**src/rtl/intr_pkg.sv**
```systemverilog
// Shared constants for the interrupt sequencer: FSM state codes, vector addresses, CCR bit positions.
package intr_pkg;

    localparam logic [7:0] RESET_VEC_ADDR = 8'h00;
    localparam logic [7:0] VEC_ADDR       = 8'h01;

    // CCR is packed {V,C,N,Z}
    localparam int CCR_Z = 0;
    localparam int CCR_N = 1;
    localparam int CCR_C = 2;
    localparam int CCR_V = 3;

    localparam logic [2:0] ST_IDLE = 3'd0;
    localparam logic [2:0] ST_SAVE = 3'd1;
    localparam logic [2:0] ST_VEC  = 3'd2;
    localparam logic [2:0] ST_JUMP = 3'd3;
    localparam logic [2:0] ST_ISR  = 3'd4;

    // Fetch must be frozen while context is being saved and the vector fetched.
    function automatic logic busy_state(input logic [2:0] s);
        return (s == ST_SAVE) || (s == ST_VEC) || (s == ST_JUMP);
    endfunction

endpackage

```
**src/rtl/intr_ctrl_if.sv**
```systemverilog
// Bundle between the interrupt sequencer (slave side) and the processor fetch/stack logic (master side).
interface intr_ctrl_if #(parameter int DATA_W = 8);

    logic              int_async;
    logic              boundary_ok;
    logic [DATA_W-1:0] fetch_pc;
    logic [3:0]        ccr_in;
    logic              rti_retire;
    logic              save_req;
    logic [DATA_W-1:0] save_pc;
    logic [3:0]        save_ccr;
    logic              save_ack;
    logic              vec_req;
    logic [DATA_W-1:0] vec_addr;
    logic [DATA_W-1:0] vec_data;
    logic              vec_ack;
    logic              pc_load;
    logic [DATA_W-1:0] pc_load_val;
    logic              stall_fetch;
    logic              flush;
    logic              in_service;

    modport slave (
        input  int_async, boundary_ok, fetch_pc, ccr_in, rti_retire,
               save_ack, vec_data, vec_ack,
        output save_req, save_pc, save_ccr, vec_req, vec_addr,
               pc_load, pc_load_val, stall_fetch, flush, in_service
    );

    modport master (
        output int_async, boundary_ok, fetch_pc, ccr_in, rti_retire,
               save_ack, vec_data, vec_ack,
        input  save_req, save_pc, save_ccr, vec_req, vec_addr,
               pc_load, pc_load_val, stall_fetch, flush, in_service
    );

endinterface

```
**src/rtl/intr_sync_edge.sv**
```systemverilog
// Multi-flop synchronizer for an asynchronous pin followed by a single-cycle rising-edge pulse.
module intr_sync_edge #(
    parameter int STAGES = 2
) (
    input  logic clk,
    input  logic rst,
    input  logic async_in,
    output logic rise
);

    logic [STAGES-1:0] sync_q, sync_d;
    logic              last_q, last_d;

    always_comb begin
        sync_d = {sync_q[STAGES-2:0], async_in};
        last_d = sync_q[STAGES-1];
    end

    always_ff @(posedge clk) begin
        if (rst) begin
            sync_q <= '0;
            last_q <= 1'b0;
        end else begin
            sync_q <= sync_d;
            last_q <= last_d;
        end
    end

    // A held-high level yields one pulse because last_q catches up a cycle later.
    assign rise = sync_q[STAGES-1] & ~last_q;

endmodule

```
**src/rtl/intr_ctrl.sv**
```systemverilog
// Interrupt sequencer: sync/edge-detect, save PC/CCR, fetch ISR vector, load PC, mask until RTI.
// Optional macro INTC_PEND_IN_ISR_EN keeps edges seen outside IDLE pending for the next sequence.
module intr_ctrl #(
    parameter int                DATA_W      = 8,
    parameter logic [DATA_W-1:0] VEC_ADDR    = DATA_W'(intr_pkg::VEC_ADDR),
    parameter int                SYNC_STAGES = 2
) (
    input logic        clk,
    input logic        rst,
    intr_ctrl_if.slave bus
);

    import intr_pkg::*;

    logic              int_rise;
    logic [2:0]        state_q, state_d;
    logic              pending_q, pending_d;
    logic              flush_q, flush_d;
    logic [DATA_W-1:0] save_pc_q, save_pc_d;
    logic [3:0]        save_ccr_q, save_ccr_d;
    logic [DATA_W-1:0] vec_q, vec_d;

    intr_sync_edge #(.STAGES(SYNC_STAGES)) u_sync (
        .clk      (clk),
        .rst      (rst),
        .async_in (bus.int_async),
        .rise     (int_rise)
    );

    always_comb begin
        state_d    = state_q;
        pending_d  = pending_q;
        flush_d    = 1'b0;
        save_pc_d  = save_pc_q;
        save_ccr_d = save_ccr_q;
        vec_d      = vec_q;
        case (state_q)
            ST_IDLE: begin
                if (pending_q && bus.boundary_ok) begin
                    state_d    = ST_SAVE;
                    pending_d  = 1'b0;
                    flush_d    = 1'b1;
                    save_pc_d  = bus.fetch_pc;
                    save_ccr_d = bus.ccr_in;
                end else begin
                    pending_d = pending_q | int_rise;
                end
            end
            ST_SAVE: if (bus.save_ack) state_d = ST_VEC;
            ST_VEC: begin
                if (bus.vec_ack) begin
                    vec_d   = bus.vec_data;
                    state_d = ST_JUMP;
                end
            end
            ST_JUMP: state_d = ST_ISR;
            ST_ISR:  if (bus.rti_retire) state_d = ST_IDLE;
            default: state_d = ST_IDLE;
        endcase
        if (state_q != ST_IDLE) begin
`ifdef INTC_PEND_IN_ISR_EN
            pending_d = pending_q | int_rise;
`else
            pending_d = 1'b0;
`endif
        end
    end

    always_ff @(posedge clk) begin
        if (rst) begin
            state_q    <= ST_IDLE;
            pending_q  <= 1'b0;
            flush_q    <= 1'b0;
            save_pc_q  <= '0;
            save_ccr_q <= '0;
            vec_q      <= '0;
        end else begin
            state_q    <= state_d;
            pending_q  <= pending_d;
            flush_q    <= flush_d;
            save_pc_q  <= save_pc_d;
            save_ccr_q <= save_ccr_d;
            vec_q      <= vec_d;
        end
    end

    assign bus.save_req    = (state_q == ST_SAVE);
    assign bus.save_pc     = save_pc_q;
    assign bus.save_ccr    = save_ccr_q;
    assign bus.vec_req     = (state_q == ST_VEC);
    assign bus.vec_addr    = VEC_ADDR;
    assign bus.pc_load     = (state_q == ST_JUMP);
    assign bus.pc_load_val = (state_q == ST_JUMP) ? vec_q : '0;
    assign bus.stall_fetch = busy_state(state_q);
    assign bus.flush       = flush_q;
    assign bus.in_service  = (state_q == ST_ISR);

endmodule
```
**src/flat_wrapper.sv**
```systemverilog
// flat-port wrapper written by rule: the top's interface ports become plain ports
module intr_ctrl_flat import intr_pkg::*;
#(
    parameter int                DATA_W      = 8,
    parameter logic [DATA_W-1:0] VEC_ADDR    = DATA_W'(intr_pkg::VEC_ADDR),
    parameter int                SYNC_STAGES = 2
)
  (clk, rst, bus_int_async, bus_boundary_ok, bus_fetch_pc, bus_ccr_in, bus_rti_retire, bus_save_ack, bus_vec_data, bus_vec_ack, bus_save_req, bus_save_pc, bus_save_ccr, bus_vec_req, bus_vec_addr, bus_pc_load, bus_pc_load_val, bus_stall_fetch, bus_flush, bus_in_service);
  intr_ctrl_if #(.DATA_W(DATA_W)) bus_i ();
  input logic clk;
  input logic rst;
  input wire logic [$bits(bus_i.int_async)-1:0] bus_int_async;
  input wire logic [$bits(bus_i.boundary_ok)-1:0] bus_boundary_ok;
  input wire logic [$bits(bus_i.fetch_pc)-1:0] bus_fetch_pc;
  input wire logic [$bits(bus_i.ccr_in)-1:0] bus_ccr_in;
  input wire logic [$bits(bus_i.rti_retire)-1:0] bus_rti_retire;
  input wire logic [$bits(bus_i.save_ack)-1:0] bus_save_ack;
  input wire logic [$bits(bus_i.vec_data)-1:0] bus_vec_data;
  input wire logic [$bits(bus_i.vec_ack)-1:0] bus_vec_ack;
  output wire logic [$bits(bus_i.save_req)-1:0] bus_save_req;
  output wire logic [$bits(bus_i.save_pc)-1:0] bus_save_pc;
  output wire logic [$bits(bus_i.save_ccr)-1:0] bus_save_ccr;
  output wire logic [$bits(bus_i.vec_req)-1:0] bus_vec_req;
  output wire logic [$bits(bus_i.vec_addr)-1:0] bus_vec_addr;
  output wire logic [$bits(bus_i.pc_load)-1:0] bus_pc_load;
  output wire logic [$bits(bus_i.pc_load_val)-1:0] bus_pc_load_val;
  output wire logic [$bits(bus_i.stall_fetch)-1:0] bus_stall_fetch;
  output wire logic [$bits(bus_i.flush)-1:0] bus_flush;
  output wire logic [$bits(bus_i.in_service)-1:0] bus_in_service;
  assign bus_i.int_async = bus_int_async;
  assign bus_i.boundary_ok = bus_boundary_ok;
  assign bus_i.fetch_pc = bus_fetch_pc;
  assign bus_i.ccr_in = bus_ccr_in;
  assign bus_i.rti_retire = bus_rti_retire;
  assign bus_i.save_ack = bus_save_ack;
  assign bus_i.vec_data = bus_vec_data;
  assign bus_i.vec_ack = bus_vec_ack;
  assign bus_save_req = bus_i.save_req;
  assign bus_save_pc = bus_i.save_pc;
  assign bus_save_ccr = bus_i.save_ccr;
  assign bus_vec_req = bus_i.vec_req;
  assign bus_vec_addr = bus_i.vec_addr;
  assign bus_pc_load = bus_i.pc_load;
  assign bus_pc_load_val = bus_i.pc_load_val;
  assign bus_stall_fetch = bus_i.stall_fetch;
  assign bus_flush = bus_i.flush;
  assign bus_in_service = bus_i.in_service;
  intr_ctrl #(.DATA_W(DATA_W), .VEC_ADDR(VEC_ADDR), .SYNC_STAGES(SYNC_STAGES)) u_core (.clk(clk), .rst(rst), .bus(bus_i));
endmodule
```
**config.mk**
```make
export PLATFORM = sky130hd
export DESIGN_NAME = intr_ctrl_flat
export DESIGN_NICKNAME = d
export VERILOG_FILES = /design/src/rtl/intr_pkg.sv /design/src/rtl/intr_ctrl_if.sv /design/src/rtl/intr_sync_edge.sv /design/src/rtl/intr_ctrl.sv /design/src/flat_wrapper.sv
export SDC_FILE = /design/constraint.sdc
export NUM_CORES = 1
export LEC_CHECK = 0
export BUFFER_PORTS_ARGS = -buffer_cell sky130_fd_sc_hd__buf_4
export CAP_MARGIN = 5
export CELL_PAD_IN_SITES_DETAIL_PLACEMENT = 1
export CELL_PAD_IN_SITES_GLOBAL_PLACEMENT = 1
export CORE_ASPECT_RATIO = 2
export CORE_MARGIN = 10
export CORE_UTILIZATION = 29
export DETAILED_ROUTE_END_ITERATION = 8
export HOLD_SLACK_MARGIN = 0.12
export MAX_ROUTING_LAYER = met4
export PLACE_DENSITY_LB_ADDON = 0.1
export SLEW_MARGIN = 15
export SYNTH_ARGS = -nofsm -noshare
export SYNTH_HDL_FRONTEND = slang
export SYNTH_SLANG_ARGS = --single-unit
```
**constraint.sdc**
```tcl
create_clock -name clk -period 1.2 [get_ports clk]
set_input_delay 0.06 -clock clk [delete_from_list [all_inputs] [get_ports clk]]
set_output_delay 0.06 -clock clk [all_outputs]
set_load 0.05 [all_outputs]
```
==> metrics <==
vias per inst 4.42; Netlist cell types 25; DRT iter0 DRCs 28; final wirelength 4290 um; most frequent cell after synthesis dfxtp_1; min Tclk post-route 1.31 ns; Post-DRT Antenna Nets 0; most frequent cells after synthesis dfxtp_1 (28), nand2b_1 (25), nand2_1 (17); CP Cell Sequence buf_6 > buf_6 > nor3b_2 > buf_6; Yosys top cell by area dfxtp_1; flops & latches, synth 28; Psw 474 uW; vias in the first global route 1,463; Layout area overhead 82.8%; Max Freq 763 MHz; Worst Setup End Kind primary output; post-route core utilization 54.5%; Die Span Y 114 um; worst hold path type in -> reg; number of synthesized flops with an enable pin 0; Initial Utilization 29.8%; die width 67.2 um; Vias 1,237; Critical Path Most Common Cell buf_6; Crit path required time 1.14 ns; Syn Std Cell Area 1290 um^2; core footprint 4340 um^2; failing checks negative setup slack; initial antenna violation count 0; GRT Residual Overflow 0; Post-Layout Cell Count 280; syn avg cell area 9.05 um^2; most area-consuming cells after synthesis dfxtp_1 (43%), nand2b_1 (12%), mux2i_1 (10%); worst-path fanout max 5; RSZ-0062 raised after global routing true; Routed WL per cell 15.3 um; GP Congestion 0.761; Nets 254; largest net degree at the start of global routing 42; top-area cell type share of the netlist area 43.3%; Post-Syn Instances 143; P_int 1410 uW; Max-Cap Viols 0; Placed Cells 247; Final WS setup -0.111 ns; Max H-tree Level 1; Global Route Usage Sum 12.0%; Clock Path Buffers 2; part of the power in registers 50.5%; critical setup path kind reg -> out; Peak VDD IR 0.579 mV; Buf/Inv on CP 3; first-pass GRT wire length 7150 um; Crit path max-delay family buffers and inverters; Worst Skew 0.00263 ns; Worst setup SP type flip-flop; top_reg_cell synth dfxtp_1; Net Sw Frac 25.2%; sum of negative setup slack -1.80 ns; IO Count 61; DRT Pass-1 Iters 3; Detailed Place HPWL 3100 um; # fillers 492; yosys warns 0; Final Hold Fails 0; CP max stage cell dfxtp_2; clock share of power 30.7%; Port Buffer Count 52; critical path arrival 1.25 ns; clk sink count 28; n_diodes 0; pwr/cell area 796 nW/um^2; Fin Hold WS 0.181 ns; CTS clk-pin slew, worst paths 0.09 ns; final slew viol count 0; Logic pwr share 18.8%; CTS tree yes; CTS root buf clkbuf_8; Clock Latency Late Sink 0.27 ns; Leakage Power 0.000971 uW; Setup Viol. Count Final 32; outcome complete, but fails checks; # DRC 0; register area share after synthesis 43.3%; total power 1880 uW; CP max stage delay 0.35 ns; fraction of layout instances using a drive strength above 1 49.1%; die area 7700 um^2; Rows 34; Post-synth ARST share 0%; final worst path period share 109%; cts bufs inserted 3
==> per-layer routing <==
| metal | vias up | share of wire (%) | global-route usage [%] | routed length (um) |
|---|---|---|---|---|
| met1 | 589 | 36 | 11.9 | 1560 |
| li1 | 612 | - | - | - |
| met4 | 0 | 0.68 | 3.72 | 29 |
| met2 | 34 | 59 | 22.3 | 2530 |
| met5 | - | 0 | - | 0 |
| met3 | 2 | 4.0 | 2.06 | 172 |
==> cells in the final DEF, fill, tap and decap left out, types with 2 or more instances in the layout <==
master,netlist,routed
buf_6,2,9
mux2i_1,13,13
dfxtp_4,0,2
and2_4,0,9
nand2b_1,25,24
conb_1,2,8
and3b_2,0,2
dfxtp_2,0,2
inv_1,2,2
nand2_1,17,10
dlygate4sd3_1,0,23
nor2b_1,4,3
nand2_2,0,6
buf_4,8,44
buf_8,0,13
a21oi_2,0,8
nor2_4,0,3
dfxtp_1,28,24
clkbuf_8,0,4
==> power by group through the flow <==
stage          Combinational [uW]  Clock [uW]  Sequential, uW
6_report                      355         578             950
5_1_grt                       380         643             953
4_1_cts                       337         610             954
3_5_place_dp                  267           0             974
3_3_place_gp                  259           0             973
2_1_floorplan                 157           0             998
==> sequential cells by signal, indices dropped and copies added (netlist names) <==
name,count
u_core.vec_q,8
u_core.u_sync.sync_q,2
u_core.u_sync.last_q,1
u_core.bus.save_ccr,4
u_core.pending_q,1
u_core.bus.save_pc,8
u_core.state_q,3
u_core.bus.flush,1
==> final timing paths <==
kind / start / slack (ns) / cells after the start / to
max reg2reg: u_core.state_q[1] / -0.09 / 4 / u_core.bus.save_pc[1]
max: u_core.state_q[2] / -0.11 / 4 / bus_save_req
min reg2reg: u_core.u_sync.sync_q[0] / 0.46 / 1 / u_core.u_sync.sync_q[1]
min: bus_boundary_ok / 0.18 / 4 / u_core.pending_q
==> tightest hold or removal path, stage by stage <==
cell and delay [ns]:
buf_4 0.09, inv_1 0.03, a21oi_1 0.18, nor4b_2 0.06
==> timing repair <==
item                                    4_1_cts  5_1_grt
setup buffers                                 3        2
hold endpoints to repair                     24        0
resized for setup                            37       31
pin swaps                                    10       15
gates cloned                                  1        0
hold buffers                                 23        0
endpoints found under the setup margin       34       37
==> cells by family (layout without fill, tap and decap cells) <==
group / count (synthesis) / count (layout) / synth area share, %
AO/OA/AOI/OAI: 12 / 12 / 5.22
AND/OR/NAND/NOR: 68 / 69 / 31.2
multiplexers: 13 / 13 / 10.1
other: 2 / 8 / 0.580
flip-flops: 28 / 28 / 43.3
buffers and inverters: 20 / 96 / 9.57
==> area by class of cell <==
| type | instances | area, um^2 | area share, % |
|---|---|---|---|
| clock buffers | 4 | 55.1 | 2.33 |
| inverters | 2 | 7.51 | 0.317 |
| multi-input cells | 102 | 787 | 33.3 |
| flip-flops and latches | 28 | 571 | 24.1 |
| well taps | 54 | 67.6 | 2.86 |
| repair buffers | 90 | 877 | 37.1 |
==> through the flow <==
stage | worst slack, ns | area (um^2)
detailed placement | -0.0914 | 1780
global route | -0.161 | 2360
CTS | -0.109 | 2230
global placement | 0.0146 | 1780
floorplan | -0.00635 | 1360
finish | -0.111 | 2360
Note: power is estimated with default switching activity, not from simulation.
